## src/rtl/tone_period_detector.sv

```systemverilog
// Measures the clk-cycle period between rising edges of an asynchronous tone and
// declares lock once enough consecutive periods land inside the target window.
module tone_period_detector #(
  parameter int CNT_W         = 20,
  parameter int TARGET_PERIOD = 80000,
  parameter int TOL           = 800,
  parameter int MIN_PERIOD    = 1600,
  parameter int TIMEOUT       = 200000,
  parameter int LOCK_COUNT    = 4
) (
  input  logic             clk,
  input  logic             reset,
  input  logic             det_on,
  input  logic             tone_in,
  output logic [CNT_W-1:0] period,
  output logic             period_valid,
  output logic             in_window,
  output logic             tone_detected,
  output logic             timeout_pulse
);

  typedef enum logic [1:0] {IDLE, WAIT_EDGE, MEASURE, LOCKED} state_t;

  localparam logic [CNT_W-1:0] TIMEOUT_C = CNT_W'(TIMEOUT);
  localparam logic [CNT_W:0]   TARGET_C  = (CNT_W+1)'(TARGET_PERIOD);
  localparam logic [CNT_W:0]   TOL_C     = (CNT_W+1)'(TOL);
  localparam logic [CNT_W:0]   MIN_C     = (CNT_W+1)'(MIN_PERIOD);
  localparam logic [3:0]       LOCK_C    = 4'(LOCK_COUNT);

  state_t           state_reg, state_next;
  logic [CNT_W-1:0] cnt_reg, cnt_next;
  logic [CNT_W-1:0] period_reg, period_next;
  logic [3:0]       match_reg, match_next;
  logic             pv_reg, pv_next;
  logic             inw_reg, inw_next;
  logic             to_reg, to_next;
  logic             s1_reg, s2_reg, s3_reg;

  logic             edge_det;
  logic [CNT_W:0]   p_meas;
  logic [CNT_W:0]   p_diff;
  logic             p_in_win;
  logic [3:0]       match_inc;

  // Period is one more than the count because cnt is cleared on the edge cycle.
  assign edge_det  = s2_reg & ~s3_reg;
  assign p_meas    = {1'b0, cnt_reg} + (CNT_W+1)'(1);
  assign p_diff    = (p_meas >= TARGET_C) ? (p_meas - TARGET_C) : (TARGET_C - p_meas);
  assign p_in_win  = (p_diff <= TOL_C);
  assign match_inc = (match_reg < LOCK_C) ? (match_reg + 4'd1) : match_reg;

  always_ff @(posedge clk) begin
    if (reset) begin
      state_reg  <= IDLE;
      cnt_reg    <= '0;
      period_reg <= '0;
      match_reg  <= '0;
      pv_reg     <= 1'b0;
      inw_reg    <= 1'b0;
      to_reg     <= 1'b0;
      s1_reg     <= 1'b0;
      s2_reg     <= 1'b0;
      s3_reg     <= 1'b0;
    end else begin
      state_reg  <= state_next;
      cnt_reg    <= cnt_next;
      period_reg <= period_next;
      match_reg  <= match_next;
      pv_reg     <= pv_next;
      inw_reg    <= inw_next;
      to_reg     <= to_next;
      s1_reg     <= tone_in;
      s2_reg     <= s1_reg;
      s3_reg     <= s2_reg;
    end
  end

  always_comb begin
    state_next  = state_reg;
    cnt_next    = cnt_reg;
    period_next = period_reg;
    match_next  = match_reg;
    inw_next    = inw_reg;
    pv_next     = 1'b0;
    to_next     = 1'b0;
    if (!det_on) begin
      state_next  = IDLE;
      cnt_next    = '0;
      period_next = '0;
      match_next  = '0;
      inw_next    = 1'b0;
    end else begin
      case (state_reg)
        IDLE: state_next = WAIT_EDGE;
        WAIT_EDGE: begin
          cnt_next = '0;
          if (edge_det) state_next = MEASURE;
        end
        MEASURE, LOCKED: begin
          // A real edge beats a coincident timeout; glitch edges fall through to counting.
          if (edge_det && (p_meas >= MIN_C)) begin
            period_next = p_meas[CNT_W-1:0];
            pv_next     = 1'b1;
            inw_next    = p_in_win;
            cnt_next    = '0;
            if (p_in_win) begin
              match_next = match_inc;
              if (match_inc == LOCK_C) state_next = LOCKED;
            end else begin
              match_next = '0;
              state_next = MEASURE;
            end
          end else if (!edge_det && (cnt_reg == TIMEOUT_C)) begin
            to_next    = 1'b1;
            inw_next   = 1'b0;
            match_next = '0;
            cnt_next   = '0;
            state_next = WAIT_EDGE;
          end else if (cnt_reg != TIMEOUT_C) begin
            cnt_next = cnt_reg + CNT_W'(1);
          end
        end
        default: state_next = IDLE;
      endcase
    end
  end

  assign period        = period_reg;
  assign period_valid  = pv_reg;
  assign in_window     = inw_reg;
  assign timeout_pulse = to_reg;
  assign tone_detected = (state_reg == LOCKED);

endmodule

```

## config.mk

```make
export PLATFORM = sky130hd
export DESIGN_NAME = tone_period_detector
export DESIGN_NICKNAME = d
export VERILOG_FILES = /design/src/rtl/tone_period_detector.sv
export SDC_FILE = /design/constraint.sdc
export NUM_CORES = 1
export LEC_CHECK = 0
export CAP_MARGIN = 20
export CORE_ASPECT_RATIO = 0.75
export CORE_MARGIN = 4
export CORE_UTILIZATION = 55
export CTS_BUF_LIST = sky130_fd_sc_hd__clkbuf_2
export DETAILED_ROUTE_END_ITERATION = 8
export PLACE_DENSITY = 0.79
export REMOVE_ABC_BUFFERS = 1
export SLEW_MARGIN = 20
export SYNTH_ARGS = -nofsm -noshare
export SYNTH_HDL_FRONTEND = slang
export SYNTH_SLANG_ARGS = --single-unit
```

## constraint.sdc

```tcl
create_clock -name clk -period 4.1 [get_ports clk]
set_input_delay 0.615 -clock clk [delete_from_list [all_inputs] [get_ports clk]]
set_output_delay 0.615 -clock clk [all_outputs]
set_load 0.005 [all_outputs]
```

# [Word-level counts from Yosys, hierarchy flattened]
# Index checks and enable logic that the tools add are counted.
[totals] wordCells=66 register_bits=52
[op_classes] mux=19 reduce_logical=14 n_bitwise=4 n_lt_le_gt_ge=4 eq_ne=10 addsub=5
[op_table] operator="$mux W20" count=3
[op_table] operator="$pmux W20 S2" count=1
[op_table] operator="$add A20 B1 Y21 const B" count=1
[op_table] operator="$ge A21 B11 Y1 const B" count=1
[op_table] operator="$ge A21 B17 Y1 const B" count=1
[op_table] operator="$le A21 B10 Y1 const B" count=1
[op_table] operator="$mux W21" count=1
[op_table] operator="$sub A17 B21 Y21 const A" count=1
[op_table] operator="$sub A21 B17 Y21 const B" count=1
[op_table] operator="$add A20 B1 Y20 const B" count=1
[op_table] operator="$eq A20 B18 Y1 const B" count=1
[op_table] operator="$ne A20 B18 Y1 const B" count=1
[op_table] operator="$mux W4" count=4
[op_table] operator="$mux W2" count=5
[op_table] operator="$ne A4 B4 Y1 const B" count=2
[op_table] operator="$pmux W2 S3" count=1
[op_table] operator="$reduce_and A2 Y1" count=3
[op_table] operator="$add A4 B1 Y4 const B" count=1
[op_table] operator="$eq A2 B2 Y1 const B" count=2
[op_table] operator="$eq A4 B3 Y1 const B" count=1
[op_table] operator="$lt A4 B3 Y1 const B" count=1
[op_table] operator="$mux W1" count=4
[op_table] operator="$reduce_bool A2 Y1" count=2
[op_table] operator="$reduce_or A2 Y1" count=2
[op_table] operator="other kinds (11)" count=14

# [Depth between registers and ports, before layout]
# Gate-level depths: netlist (run 1).
[depth] ltp_word=7 ltp_mapped=17 mapped_depth_nobuf=14

# [Worst setup path before layout (run 1)]
# No wires, ideal clock.
[synth_path] path_kind="reg2reg" from="register cnt_reg[0]" to="register match_reg[1]" setup_time_ps=75 stages_incl_launch_ff=14 path_buffers=1 required_ps=4025 arrival_ps=3874 path_slack_ps=151 cell_sequence="dfxtp_1 > ha_1 > nand3_4 > buf_1 > nor2_1 > xnor2_1 > ha_1 > a2111oi_4 > nor3b_1 > a21oi_1 > or4_4 > a2111oi_4 > a32oi_1 > o22ai_1"
[synth_between] elab_chain_cells=6 elab_cells_between_ends=14 classes_between="add/sub (3); order compare (3); eq/ne (1); mux (3); reduce/logical (4)"
[synth_lines] element="start: declaration" line="31" rtl="logic [CNT_W-1:0] cnt_reg, cnt_next;"
[synth_lines] element="start signal: assignment" line="66" rtl="cnt_reg <= cnt_next;"
[synth_lines] element="$add A20 B1 Y21" line="47" rtl="assign p_meas = {1'b0, cnt_reg} + (CNT_W+1)'(1);"
[synth_lines] element="$sub A17 B21 Y21 (tied with other cells)" line="48" rtl="assign p_diff = (p_meas >= TARGET_C) ? (p_meas - TARGET_C) : (TARGET_C - p_meas);"
[synth_lines] element="$mux W21" line="48"
[synth_lines] element="$le A21 B10 Y1" line="49" rtl="assign p_in_win = (p_diff <= TOL_C);"
[synth_lines] element="$mux W4" line="106" rtl="if (p_in_win) begin"
[synth_lines] element="$mux W4" line="101" rtl="if (edge_det && (p_meas >= MIN_C)) begin"
[synth_lines] element="end signal: assignment" line="68" rtl="match_reg <= match_next;"
[synth_lines] element="end: declaration" line="33" rtl="logic [3:0] match_reg, match_next;"
# Parallel ways exist; a longest one is shown, timed or not.
# A chain may end at the register's enable or synchronous reset.

# [Final worst setup path (run 1)]
[layout_path] from="register cnt_reg[5]" to="register match_reg[1]"
# The elaborated chain is that of the path after synthesis.

==> results of run 1 <==
cell families (layout without fill, tap and decap cells):
family	after synthesis	after routing	synth area share, %
xor+xnor	24	24	5.80
flops	52	52	27.7
buf+inv	47	100	5.56
fa+ha+maj	7	7	2.33
compound gates	125	125	24.2
mux	12	12	3.23
simple gates	207	207	31.2
cells in the final DEF, fill, tap and decap left out, drive strengths merged, types with 9 or more instances in the layout:
cell type,instances
a211oi,17
a21oi,19
a22oi,14
buf,52
clkdlybuf4s50,27
dfxtp,52
inv,13
mux2i,11
nand2,29
nand3,16
nand4,13
nor2,68
nor2b,9
nor3,15
nor4,15
o21ai,19
o22ai,10
xnor2,18
path summary, 6_finish.rpt:
check,to,slack (ns),cells past startpoint
setup / recovery,match_reg[1]$_SDFFE_PP0P_,0.16,12
hold / removal,s2_reg$_SDFF_PP0_,0.47,1
hold reg to reg,s2_reg$_SDFF_PP0_,0.47,1
setup reg to reg,match_reg[1]$_SDFFE_PP0P_,0.16,12
power by group through the flow:
stage	clock network [mW]	registers (mW)	logic [mW]
floorplan	0	0.519	0.0132
global route	0.247	0.510	0.0253
detailed placement	0	0.519	0.0229
CTS	0.229	0.511	0.0230
finish	0.221	0.509	0.0234
global placement	0	0.519	0.0227
layer usage:
| metal | global-route usage (%) | vias up |
|---|---|---|
| met4 | 8.41 | 0 |
| met1 | 40.1 | 1796 |
| met2 | 42.1 | 232 |
| met3 | 7.77 | 38 |
| li1 | - | 1865 |
| met5 | 0 | - |
worst max-delay path, cell delays in order (launching register included):
cell	delay [ns]
dfxtp_1	0.49
nand4_2	0.23
buf_4	0.22
or4_1	0.53
and4_4	0.25
a2111oi_4	0.38
nor3b_2	0.13
nor3_1	0.22
a31oi_1	0.06
or4_4	0.46
a2111oi_4	0.51
a32oi_1	0.20
o22ai_1	0.18
per-stage QoR:
| step | setup TNS (ns) | cell area [sq um] | instances | utilization (%) | power [mW] |
|---|---|---|---|---|---|
| after floorplan | 0 | 3600 | 440 | - | 0.532 |
| after global placement | 0 | 4360 | 598 | 67.3 | 0.542 |
| after detailed placement | 0 | 4360 | 598 | 67.3 | 0.542 |
| after CTS | 0 | 4400 | 606 | 68.0 | 0.763 |
| after global routing | -0.0342 | 4440 | 608 | 68.6 | 0.783 |
| final | 0 | 4440 | 608 | 68.6 | 0.753 |
what timing repair did:
action                     4_1_cts  5_1_grt
setup buffers                    0        2
setup endpoints to repair        0        6
hold endpoints to repair         0        0
gates resized for setup          0       10
area by class of cell:
type / instances / area, sq um
multi-input cells: 375 / 2520
fillers: 549 / 2030
flip-flops and latches: 52 / 1050
repair buffers: 79 / 673
well taps: 81 / 101
inverters: 13 / 48.8
clock buffers: 6 / 30.0
clock inverters: 2 / 16.3
==> metrics.md, run 1 <==
| Metric | Value |
|---|---|
| Asr flop ratio synth | `0%` |
| Die Y | `79.6 microns` |
| Syn. warnings | `0` |
| Grt ovf | `0` |
| Post-synth top cells | `nor2_1, dfxtp_1, nand2_1, clkbuf_1, a21oi_1` |
| Hold Violations, Final | `0` |
| H-tree depth | `2` |
| Drt first-iter violations | `around 470` |
| CP max FO | `6` |
| Synth Register Bits | `52` |
| Top cell type's share of synthesized area | `27.7%` |
| CTS root buffer | `clkbuf_2` |
| Sequential share of power | `~68%` |
| Total track usage | `between 20% and 30%` |
| P_sw | `0.192 mW` |
| Hold buffer count at CTS | `0` |
| Met1 wire length | `5.13 mm` |
| Final period util | `96.1%` |
| Ys flop type | `dfxtp_1` |
| Layout cells sized above 1 | `between 10% and 20%` |
| Headroom to the max-slew limit | `50.9%` |
| Met3 WL post-DR | `1.14 mm` |
| Outcome | `complete, no violations` |
| Vias/cell | `6.47` |
| Cts bufs inserted | `5` |
| Total routed wirelength | `approximately 11 mm` |
| Crit path arrival time | `4.33 ns` |
| WL per Instance | `18.5 microns` |
| Top post-synthesis cells by area | `dfxtp_1, nor2_1, xnor2_1, a211oi_1, mux2i_1` |
| Final worst slack | `0.161 ns` |
| Fin crit period | `3.94 ns` |
| Hold WS | `about 0.47 ns` |
| Syn Area/Cell | `7.92 sq um` |
| Pin count of the biggest net entering global routing | `37` |
| DR top layer | `met4` |
| Drt drc | `0` |
| Leakage power | `1.65 nW` |
| Final GP Congestion | `~0.97` |
| Max Cap Viol | `0` |
| Clk network pwr share | `29.3%` |
| Clock latency on the worst-skew pair | `0.46 ns` |
| Worst Skew | `~0.032 ns` |
| Max-slew violation count | `0` |
| N_diodes | `0` |
| Pint | `0.561 mW` |
| Nature of the critical path endpoint | `flop` |
| Synth area leader | `dfxtp_1` |
| Required time worst endpoint | `around 4.5 ns` |
| Hold_sp | `s1_reg$_SDFF_PP0_` |
| I/O pins | `28` |
| Synth Cell Area | `between 3000 and 4000 sq um` |
| Cells after Synth | `474` |
| Logic pwr share | `3.1%` |
| DR vias | `approximately 3900` |
| Die ar. | `8230 sq um` |
| Initial Utilization | `58.0%` |
| Slew of the pin with the lowest slew margin | `0.735 ns` |
| Clk buf depth | `2` |
| Worst R2R Start | `cnt_reg[5]$_SDFFE_PP0P_` |
| CTS clk-pin slew, worst paths | `0.29 ns` |
| Crit path kind | `flop to flop` |
| Endpoints failing setup | `0` |
| Hold crit path type | `flop to flop` |
| Met2 WL | `~4.7 mm` |
| PwrDens | `170 nW/um^2` |
| Cell Rows | `25` |
| Synth cell types | `about 70` |
| Vias in the first global route | `3695` |
| CTS Sinks | `52` |
| Fmax | `between 0.2 and 0.3 GHz` |
| Horiz. Die Dim | `roughly 100 microns` |
| Antenna violations before repair | `0` |
| Post-synth EDFFs | `0` |
| First-pass GRT wire length | `18.4 mm` |
| Switching share of total power | `between 20% and 30%` |
| TritonCTS clock tree | `done` |
| CP startpoint kind | `flop` |
| Drt first pass iters | `6` |
| Antenna Nets Post-Route | `0` |
| Nets | `537` |
| Critical path launch point | `cnt_reg[5]$_SDFFE_PP0P_` |
| Area grow syn2layout | `18.2%` |
| Post-synthesis sequential area ratio | `approximately 28%` |
| Core ar. | `6470 sq um` |
| Top-count cell post-synth | `nor2_1` |
| Maximum VDD drop | `0.149 mV` |
| DP Worst Slack | `0.156 ns` |
| Port buffer count | `27` |
| DP Wirelength | `8.59 mm` |
No activity file was read; power rests on OpenSTA's default activity.
==> run 2, diff against run 1 <==
CORE_MARGIN = default   (was 4)
==> run 2 against run 1 <==
Sequential share of layout area rose by 0.14 points. Clock-buffer cell count decreased by 1. Fmax rose by 0.58%. Non-clock buffer count shrank 8. Register-to-register slack improved by 0.02 ns. Core utilization is 0.64 points lower. Via count is 0.48% lower. Combinational power grew 3%. Clock skew fell by 0.0085 ns. Power increased by 0.39%. Setup slack better by 0.023 ns. Sequential power is essentially flat. Largest cell class unchanged. Highest routed layer unchanged.
==> metrics.md, run 2 (synthesis gave the netlist of run 1 again) <==
| Metric | Value |
|---|---|
| Outcome | `complete, no violations` |
| DP Wirelength | `between 8 and 9 mm` |
| First-pass GRT wire length | `18.0 mm` |
| Nets | `between 500 and 600` |
| H-tree depth | `2` |
| Grt ovf | `0` |
| Most common cell after layout, fill and taps aside | `nor2_1` |
| Area grow syn2layout | `16.6%` |
| WL per Instance | `18.9 microns` |
| N_diodes | `0` |
| Vias/cell | `6.52` |
| Max-slew violation count | `0` |
| CTS clk-pin slew, worst paths | `0.28 ns` |
| Core ar. | `6440 sq um` |
| Antenna Nets Post-Route | `0` |
| TritonCTS clock tree | `done` |
| Initial Utilization | `between 50 and 60%` |
| CP max FO | `11` |
| Headroom to the max-slew limit | `40.0%` |
| Pin count of the biggest net entering global routing | `44` |
| Slew of the pin with the lowest slew margin | `0.898 ns` |
| Drt first pass iters | `5` |
| Fin crit period | `3.92 ns` |
| Hold crit path type | `flop to flop` |
| Filler cells | `570` |
| Antenna violations before repair | `0` |
| Hold WS | `0.473 ns` |
| Power, Total | `0.756 mW` |
| Cts bufs inserted | `5` |
| Drt drc | `0` |
| Worst Setup EP | `match_reg[1]$_SDFFE_PP0P_` |
| Layout cells sized above 1 | `16.0%` |
| Met2 usage | `47.8%` |
| Hold Violations, Final | `0` |
| Crit path arrival time | `4.32 ns` |
| CTS root buffer | `clkbuf_2` |
| Vias in the first global route | `between 3000 and 4000` |
| Setup_tns | `0 ns` |
| Reg-to-reg endpoint | `match_reg[1]$_SDFFE_PP0P_` |
| Reg2reg setup slack | `about 0.18 ns` |
| Final std cell area, no fill | `about 4400 sq um` |
| Cell Rows | `25` |
| Critical path launch point | `cnt_reg[1]$_SDFFE_PP0P_` |
| Die ar. | `just over 7000 sq um` |
| PwrDens | `173 nW/um^2` |
| Final GP Congestion | `1.04` |
| Maximum VDD drop | `0.181 mV` |
| Worst Skew | `0.0233 ns` |
| Port buffer count | `27` |
| DR vias | `3912` |
| I/O pins | `28` |
| Die Y | `73.6 microns` |
| Final period util | `a little over nine tenths` |
| Max Cap Viol | `0` |
| Fmax | `0.255 GHz` |
| GR Util met1 | `46.0%` |
| Dpl cell area | `4310 sq um` |
| GR Util met3 | `8.28%` |
| Leakage power | `1.62 nW` |
| RSZ-0062 raised after global routing | `false` |
| CP startpoint kind | `flop` |
| Hold buffer count at CTS | `0` |
| Final worst slack | `0.184 ns` |
| Worst R2R Start | `cnt_reg[1]$_SDFFE_PP0P_` |
| Total track usage | `about a third` |
| Clk buf depth | `2` |
| Commonest cells after routing, fill and taps aside | `nor2_1, dfxtp_1, buf_4` |
| Nature of the critical path endpoint | `flop` |
| DP Worst Slack | `0.149 ns` |
| Busiest grt layer | `met2` |
| R2R depth | `12` |
| Drt first-iter violations | `415` |
| Horiz. Die Dim | `97.4 microns` |
| Required time worst endpoint | `4.50 ns` |
| Clock latency on the worst-skew pair | `0.46 ns` |
| Crit path kind | `flop to flop` |
| CTS Sinks | `52` |
| Endpoints failing setup | `0` |
| Total routed wirelength | `11.3 mm` |
[run 2: worst max-delay path, stage by stage (launching register included)]
cell and delay, ns:
dfxtp_2 0.49, ha_1 0.24, nand3_4 0.17, or4_1 0.58, and4_4 0.25, a2111oi_4 0.39
nor3b_2 0.13, nor3_1 0.23, a31oi_1 0.07, or4_4 0.45, a2111oi_4 0.51, a32oi_1 0.19
o22ai_1 0.18
[run 2: where the power goes]
part	switching [mW]	total (mW)	internal [mW]
logic	0.0165	0.0241	0.00755
clock network	0.176	0.221	0.0452
registers	0.00131	0.511	0.509
[run 2: worst min-delay path by stage]
stage / endpoint / cells after the start / slack [ns] / startpoint
floorplan: s2_reg$_SDFF_PP0_ / 1 / 0.41 / s1_reg$_SDFF_PP0_
global placement: s2_reg$_SDFF_PP0_ / 1 / 0.42 / s1_reg$_SDFF_PP0_
detailed placement: s2_reg$_SDFF_PP0_ / 1 / 0.44 / s1_reg$_SDFF_PP0_
CTS: s2_reg$_SDFF_PP0_ / 1 / 0.48 / s1_reg$_SDFF_PP0_
global route: s2_reg$_SDFF_PP0_ / 1 / 0.48 / s1_reg$_SDFF_PP0_
finish: s2_reg$_SDFF_PP0_ / 1 / 0.47 / s1_reg$_SDFF_PP0_
[run 2: timing repair]
item,4_1_cts,5_1_grt
buffers inserted,0,1
endpoints found under the setup margin,0,28
resized for setup,0,6
[run 2: final cells by class]
| cell class | count | area, sq um | area share [%] |
|---|---|---|---|
| inverter | 13 | 48.8 | 1.11 |
| clock buffer | 5 | 25.0 | 0.572 |
| tap | 81 | 101 | 2.31 |
| clock inverter | 3 | 22.5 | 0.514 |
| sequential | 52 | 1040 | 23.8 |
| timing repair buffer | 71 | 613 | 14.0 |
| multi-input combinational | 375 | 2520 | 57.6 |
[run 2: through the flow]
| step | cells | util [%] |
|---|---|---|
| after global routing | 600 | 67.9 |
| after detailed placement | 591 | 66.8 |
| after CTS | 599 | 67.6 |
| after floorplan | 440 | - |
| final | 600 | 67.9 |
| after global placement | 591 | 66.8 |
[run 2: metal layers]
layer	wire length, microns	vias to the layer above
met5	0	-
met4	125	0
met3	1300	16
met2	4650	242
met1	5250	1803
li1	-	1851
==> run 3, diff against run 2 <==
CTS_CLUSTER_DIAMETER = 100   (was default)
==> results of run 3 <==
Same layout as run 2: the final DEF is identical, and so are final timing and power.
